## src/rtl/exu_rx_ctrl.sv

```systemverilog
// exu_rx_ctrl: frames receiver words into header/payload/checksum packets,
// hands them downstream over valid/ready and accounts for errors.
module exu_rx_ctrl #(
  parameter int         W_DAT   = 32,
  parameter int         W_BAU   = 8,
  parameter int         N_PLD   = 4,
  parameter logic [7:0] HDR_KEY = 8'hA5,
  parameter int         BAU_DEF = 16
) (
  input  logic                   clk,
  input  logic                   rst_n,
  input  logic [W_BAU-1:0]       cfg_baud,
  input  logic                   cfg_we,
  output logic [W_BAU-1:0]       baud,
  input  logic [W_DAT-1:0]       rx_dat,
  input  logic                   rx_fin,
  input  logic                   rx_tot,
  output logic [7:0]             pkt_cmd,
  output logic [N_PLD*W_DAT-1:0] pkt_dat,
  output logic                   pkt_vld,
  input  logic                   pkt_rdy,
  output logic                   bsy,
  output logic                   err_pls,
  output logic [1:0]             err_code,
  output logic [15:0]            cnt_ok,
  output logic [15:0]            cnt_err
);
  localparam int W_CTR = N_PLD > 1 ? $clog2(N_PLD) : 1;
  typedef enum logic [1:0] {IDLE, PLD, CHK, OUT} state_t;
  state_t                 r_state, w_nxt;
  logic [W_CTR-1:0]       r_ctr;
  logic [W_DAT-1:0]       r_sum;
  logic [W_DAT-1:0]       r_pld [N_PLD];
  logic [N_PLD*W_DAT-1:0] w_pld, r_pkt_dat;
  logic [7:0]             r_cmd, r_pkt_cmd;
  logic [W_BAU-1:0]       r_baud;
  logic                   r_err_pls;
  logic [1:0]             r_err_code, w_code;
  logic [15:0]            r_cnt_ok, r_cnt_err;
  logic                   w_fin, w_key, w_last, w_sum_ok, w_err, w_done;
  // a timeout pulse masks a coincident word
  assign w_fin    = rx_fin & ~rx_tot;
  assign w_key    = rx_dat[W_DAT-1 -: 8] == HDR_KEY;
  assign w_last   = r_ctr == W_CTR'(N_PLD - 1);
  assign w_sum_ok = rx_dat == r_sum;
  assign w_done   = r_state == OUT && pkt_rdy;
  for (genvar g = 0; g < N_PLD; g++) begin : g_pack
    assign w_pld[g*W_DAT +: W_DAT] = r_pld[g];
  end
  always_comb begin
    w_nxt  = r_state;
    w_err  = 1'b0;
    w_code = 2'd0;
    case (r_state)
      IDLE: begin
        w_nxt  = w_fin && w_key ? PLD : IDLE;
        w_err  = w_fin && !w_key;
        w_code = 2'd1;
      end
      PLD: begin
        w_nxt = rx_tot ? IDLE : w_fin && w_last ? CHK : PLD;
        w_err = rx_tot;
      end
      CHK: begin
        w_nxt  = rx_tot || (w_fin && !w_sum_ok) ? IDLE : w_fin ? OUT : CHK;
        w_err  = rx_tot || (w_fin && !w_sum_ok);
        w_code = rx_tot ? 2'd0 : 2'd2;
      end
      OUT: begin
        w_nxt  = pkt_rdy ? IDLE : OUT;
        w_err  = w_fin;
        w_code = 2'd3;
      end
      default: w_nxt = IDLE;
    endcase
  end
  always_ff @(posedge clk or negedge rst_n) begin
    if (!rst_n) begin
      r_state    <= IDLE;
      r_baud     <= W_BAU'(BAU_DEF);
      r_ctr      <= '0;
      r_sum      <= '0;
      r_cmd      <= '0;
      r_pkt_cmd  <= '0;
      r_pkt_dat  <= '0;
      r_err_pls  <= 1'b0;
      r_err_code <= 2'd0;
      r_cnt_ok   <= '0;
      r_cnt_err  <= '0;
      for (int i = 0; i < N_PLD; i++) r_pld[i] <= '0;
    end else begin
      r_state   <= w_nxt;
      r_err_pls <= w_err;
      if (w_err) r_err_code <= w_code;
      if (w_err && r_cnt_err != 16'hFFFF) r_cnt_err <= r_cnt_err + 16'd1;
      if (w_done && r_cnt_ok != 16'hFFFF) r_cnt_ok <= r_cnt_ok + 16'd1;
      if (r_state == IDLE && cfg_we) r_baud <= cfg_baud < W_BAU'(2) ? W_BAU'(2) : cfg_baud;
      if (r_state == IDLE && w_fin && w_key) begin
        r_cmd <= rx_dat[7:0];
        r_ctr <= '0;
        r_sum <= '0;
      end
      if (r_state == PLD && w_fin) begin
        r_pld[r_ctr] <= rx_dat;
        r_sum        <= r_sum + rx_dat;
        r_ctr        <= r_ctr + 1'b1;
      end
      if (r_state == CHK && w_fin && w_sum_ok) begin
        r_pkt_dat <= w_pld;
        r_pkt_cmd <= r_cmd;
      end
    end
  end
  assign baud     = r_baud;
  assign pkt_cmd  = r_pkt_cmd;
  assign pkt_dat  = r_pkt_dat;
  assign pkt_vld  = r_state == OUT;
  assign bsy      = r_state != IDLE;
  assign err_pls  = r_err_pls;
  assign err_code = r_err_code;
  assign cnt_ok   = r_cnt_ok;
  assign cnt_err  = r_cnt_err;
endmodule

```

## config.mk

```make
export PLATFORM = sky130hd
export DESIGN_NAME = exu_rx_ctrl
export DESIGN_NICKNAME = d
export VERILOG_FILES = /design/src/rtl/exu_rx_ctrl.sv
export SDC_FILE = /design/constraint.sdc
export NUM_CORES = 1
export LEC_CHECK = 0
export CELL_PAD_IN_SITES_DETAIL_PLACEMENT = 0
export CELL_PAD_IN_SITES_GLOBAL_PLACEMENT = 2
export CORE_MARGIN = 1
export CORE_UTILIZATION = 40
export CTS_CLUSTER_SIZE = 25
export DETAILED_ROUTE_END_ITERATION = 8
export HOLD_SLACK_MARGIN = 0.15
export PLACE_DENSITY_LB_ADDON = 0.3
export SYNTH_ARGS = -nofsm -noshare
export SYNTH_HDL_FRONTEND = slang
export SYNTH_SLANG_ARGS = --single-unit
```

## constraint.sdc

```tcl
create_clock -name clk -period 7.5 [get_ports clk]
set_input_delay 1.5 -clock clk [delete_from_list [all_inputs] [get_ports clk]]
set_output_delay 1.5 -clock clk [all_outputs]
set_load 0.01 [all_outputs]
```

# Word level (Yosys, flattened, before mapping)
# Cells that the tools add are included.
# Widths: inputs -> output; s select.
[word_totals] reg_bits=351 word_cells=71
[classes] reduce_logical=20 mux=18 magnitude_cmp=3 add_sub_neg=4 n_eq_ne=8 bitwise=3
[ops] op="$bwmux 128" n=1
[ops] op="$mux 32" n=3
[ops] op="$demux 32 s2" n=1
[ops] op="$add 16x1->16 const B" n=2
[ops] op="$add 32x32->32" n=1
[ops] op="$eq 32x32->1" n=1
[ops] op="$ne 16x16->1 const B" n=2
[ops] op="$logic_and 1x1->1" n=14
[ops] op="$mux 2" n=7
[ops] op="$eq 8x8->1 const B" n=1
[ops] op="$lt 8x2->1 const B" n=1
[ops] op="$mux 8" n=1
[ops] op="$pmux 2 s4" n=1
[ops] op="$eq 2x2->1 const B" n=3
[ops] op="$pmux 2 s3" n=1
[ops] op="$pmux 1 s4" n=1
[ops] op="$reduce_bool 2->1" n=2
[ops] op="$ge 3x3->1 const B" n=1
[ops] op="$lt 3x1->1 const B" n=1
[ops] op="$not 2->3" n=1
[ops] op="$add 2x1->2 const B" n=1
[ops] op="$eq 2x1->1 const B" n=1
[ops] op="$logic_not 1->1" n=2
[ops] op="$logic_not 2->1" n=1
[ops] op="other kinds (4)" n=5

# Longest topological paths before layout
[logic_depth] ltp_word=6 ltp_mapped=13

# Least setup slack after synthesis
# Ideal clock, no wire load.
[synth_timing] path_kind="input port to flip-flop" start="in rx_dat[0]" end="reg r_sum[30]" arrival_time_ns=3.679 path_stages=13 setup_slack_ns=3.752 t_required_ns=7.431 path_cell_list="ha_1 > inv_1 > fa_1 > nor2b_1 > o21ai_1 > a21boi_1 > o211ai_1 > nand4_1 > a21oi_2 > o21ai_2 > a2111oi_0 > or4_1 > nand3_1"
[synth_between] elab_chain_cells=2
[synth_lines] item="start, declared" line_no="15" text="input logic [W_DAT-1:0] rx_dat,"
[synth_lines] item="$add 32x32->32" line_no="105" text="r_sum <= r_sum + rx_dat;"
[synth_lines] item="$mux 32" line_no="103" text="if (r_state == PLD && w_fin) begin"
[synth_lines] item="end signal, assigned" line_no="105"
[synth_lines] item="end, declared" line_no="32" text="logic [W_DAT-1:0] r_sum;"
# No other way between the ends.
# A chain may end at the register's enable or synchronous reset.

# Final worst setup path
[layout_timing] start="in rx_dat[26]" end="reg r_pkt_dat[77], in the netlist pkt_dat[77]"
[layout_between] elab_chain_cells=2
[layout_lines] item="$eq 32x32->1" line_no="45" text="assign w_sum_ok = rx_dat == r_sum;"
[layout_lines] item="$logic_and 1x1->1" line_no="108" text="if (r_state == CHK && w_fin && w_sum_ok) begin"
[layout_lines] item="end signal, assigned" line_no="109" text="r_pkt_dat <= w_pld;"
[layout_lines] item="end, declared" line_no="34" text="logic [N_PLD*W_DAT-1:0] w_pld, r_pkt_dat;"
# No other way between the ends.

==> impl_metrics.env <==
export IMPL_placed_area_sq_mm=0.01788
export IMPL_ir_worst_vdd_uv=153.7
export IMPL_ys_seq_area_share_pct=58.23
export IMPL_cts_tree="built"
export IMPL_clk_pin_slew_ns=0.06
export IMPL_avgSynthCellArea_sq_um=13.40
export IMPL_grt_use_total_pct=18.52
export IMPL_cp_num_cells=8
export IMPL_drc=0
export IMPL_path_cells="clkdlybuf4s50_1 -> ha_1 -> nor4_1 -> nand4_1 -> nor3_2 -> and3_4 -> buf_4 -> mux2_2"
export IMPL_power_leakage_nw=9.110
export IMPL_clockBufferDepth=3
export IMPL_max_stage_delay_ns=0.59
export IMPL_status="completed"
export IMPL_synth_enable_flop_cells=0
export IMPL_hpwl_microns=22600
export IMPL_drv_cap=0
export IMPL_min_path_cells=2
export IMPL_antenna_found_initial=1
export IMPL_min_period_over_period_pct=60.82
export IMPL_wl_per_cell_microns=18.12
export IMPL_p_comb_share_pct=22.0
export IMPL_async_flop_share_pct=100.0
export IMPL_cts_htree_levels=2
export IMPL_dieArea_sq_mm=0.03850
export IMPL_synth_top_flop_cell="dfrtp_1"
export IMPL_grt_pass1_vias=10040
export IMPL_worstPathRequired_ns=7.92
export IMPL_wl_met1_microns=15560
export IMPL_start_util_pct=40.92
export IMPL_rsz0062_at_grt="no"
export IMPL_cts_sink_count=351
export IMPL_layout_drive_gt1_share_pct=27.00
export IMPL_critPathCaptureType="flop"
export IMPL_cts_resized=0
export IMPL_finalSetupViolCount=0
export IMPL_syn_cell_area_sq_mm=0.01509
export IMPL_hold_viol_final=0
export IMPL_port_buffers=226
export IMPL_fillCellCount=3207
export IMPL_finalMaxSlewViolations=0
export IMPL_worstPathArrival_ns=4.98
export IMPL_grt_max_degree=167
export IMPL_fin_setup_tns_ns=0
export IMPL_final_area_sq_mm=0.01923
export IMPL_placementRows=70
export IMPL_ys_ff_latch=351
export IMPL_dr_wl_met2_microns=15930
export IMPL_top_layer="met5"
export IMPL_ctsHoldBuffers=0
export IMPL_final_util_pct=52.16
export IMPL_insertion_delay_ns=0.54
export IMPL_dr_wl_met3_microns=2182
export IMPL_numCtsBuffers=40
export IMPL_power_w=0.005659
export IMPL_ant_nets=0
export IMPL_slew_headroom_pct=25.62
export IMPL_hold_path_class="reg -> reg"
export IMPL_switching_share_pct=27.91
export IMPL_switching_power_w=0.001579
export IMPL_pwr_density_cell_mw_per_mm2=294.2
export IMPL_p_clk_share_pct=34.9
export IMPL_worstSetupPathType="in -> reg"
export IMPL_core_sq_mm=0.03687
export IMPL_final_net_count=1447
export IMPL_grt_pass1_wl_microns=55890
export IMPL_dp_slack_ns=2.215
export IMPL_critPathBufInv=2
export IMPL_path_max_fanout=35
export IMPL_seq_power_share_pct=43.0
export IMPL_crit_path_start_kind="primary input"
export IMPL_syn2layout_area_growth_pct=27.48
export IMPL_yosysUniqueCellTypes=62
export IMPL_ios=227
export IMPL_vias_per_cell=5.087
export IMPL_routed_wl_microns=34320
export IMPL_netlist_instances=1126
export IMPL_firstDrtPassIters=6
export IMPL_intPower_w=0.004080
export IMPL_gp_congestion=0.7725
export IMPL_finalCriticalPeriod_ns=4.562
export IMPL_critical_path_top_delay_family="simple AND/OR/NAND/NOR gates"
export IMPL_die_height_microns=196.2
export IMPL_layout_setup_ws_ns=2.938
export IMPL_clock_skew_ns=0.01366
export IMPL_root_buffer="clkbuf_16"
export IMPL_worst_pin_slew_ns=1.112
export IMPL_grt_overflow_total=0
export IMPL_syn_num_nets=1215
export IMPL_post_cts_setup_buffers=0
export IMPL_ff2ff_path_depth=7
export IMPL_slowest_stage="and3_4"
export IMPL_drt_iter0_drc=234
export IMPL_max_freq_ghz=0.2192
export IMPL_num_vias=9634
export IMPL_synth_warnings=0
export IMPL_die_w_microns=196.2
## cells in the mapped netlist, types with 15 or more instances
| cell type | n | area share (%) |
|---|---|---|
| xnor2_1 | 32 | 1.9 |
| clkbuf_1 | 15 | 0.37 |
| a21o_1 | 15 | 0.75 |
| o22ai_1 | 20 | 0.83 |
| a21oi_1 | 29 | 0.96 |
| buf_2 | 16 | 0.53 |
| ha_1 | 42 | 3.5 |
| o21ai_0 | 18 | 0.60 |
| nand3_1 | 18 | 0.60 |
| mux2_2 | 276 | 21 |
| inv_1 | 21 | 0.52 |
| nor2_1 | 20 | 0.50 |
| nand2_1 | 83 | 2.1 |
| xor2_1 | 20 | 1.2 |
| dfrtp_1 | 350 | 58 |
## stage by stage
step                hold WS, ns  std cells
global placement         0.4562       1820
CTS                      0.4845       1893
detailed placement       0.4711       1820
floorplan                0.4444       1126
global route             0.4918       1893
finish                   0.4770       1894
## worst paths after layout
path | start | endpoint | slack [ns]
max | rx_dat[26] | pkt_dat[77]$_DFFE_PN0P_ | 2.94
min | r_pld[1]$_DFFE_PN0P_ | r_pld[1]$_DFFE_PN0P_ | 0.48
max reg2reg | r_sum[19]$_DFFE_PN0P_ | pkt_dat[77]$_DFFE_PN0P_ | 4.12
min reg2reg | r_pld[1]$_DFFE_PN0P_ | r_pld[1]$_DFFE_PN0P_ | 0.48
max in group asynchronous | rst_n | cnt_err[1]$_DFFE_PN0P_ | 4.97
min in group asynchronous | rst_n | pkt_dat[106]$_DFFE_PN0P_ | 1.01
## power by group through the flow
stage          Clock [W]  Sequential, W  Combinational [W]
2_1_floorplan          0        0.00243           0.000936
3_3_place_gp           0        0.00245            0.00124
3_5_place_dp           0        0.00247            0.00126
4_1_cts          0.00205        0.00243            0.00127
5_1_grt          0.00212        0.00248            0.00142
6_report         0.00198        0.00243            0.00125
## cell usage in the layout (no fill, tap or decap), types with 18 or more instances in the layout
master	instances
nand2_1	79
a21oi_1	29
inv_1	21
o21ai_0	18
nor2_1	19
nand3_1	18
xnor2_1	32
dfrtp_1	350
o22ai_1	20
ha_1	42
clkdlybuf4s50_1	225
mux2_2	276
xor2_1	20
clkbuf_16	41
## cell type report
| class | count | area [sq um] | share of cell area (%) |
|---|---|---|---|
| multi-input cells | 709 | 6022 | 31.31 |
| repair buffers | 235 | 2360 | 12.27 |
| clock inverters | 16 | 168.9 | 0.8782 |
| diodes | 1 | 2.502 | 0.01301 |
| flip-flops and latches | 351 | 8785 | 45.67 |
| inverters | 21 | 78.83 | 0.4098 |
| clock buffers | 57 | 1186 | 6.167 |
| well taps | 504 | 630.6 | 3.279 |
## worst min-delay path, delay by kind of cell (launching register included)
family          cells  cell delay, ns
flops               1            0.34
compound gates      1            0.06
simple gates        1            0.04
## routing by layer
metal / vias up / GRT usage [%]
li1: 4521 / -
met1: 4872 / 24.79
met2: 197 / 29.41
met3: 42 / 5.174
met4: 2 / 5.266
met5: - / 0
## sequential cells by signal, summed over array words and instances (netlist names)
register  flops
baud          8
cnt_err      16
cnt_ok       16
err_code      2
err_pls       1
pkt_cmd       8
pkt_dat     128
r_cmd         8
r_ctr         2
r_pld       128
r_state       2
r_sum        32
## cell families (layout without fill, tap and decap cells)
logic type               count (synthesis)  after routing  share of synthesized area (%)
flip-flops                             351            351                          58.23
multiplexers                           279            279                          20.80
AND/OR/NAND/NOR                        203            203                          6.743
AO/OA/AOI/OAI                          132            132                          5.623
buffers and inverters                   66            329                          1.974
XOR/XNOR                                52             52                          3.019
adder cells (fa/ha/maj)                 43             43                          3.616
other                                    0              1                              0
Power figures use the tool's default switching activity.
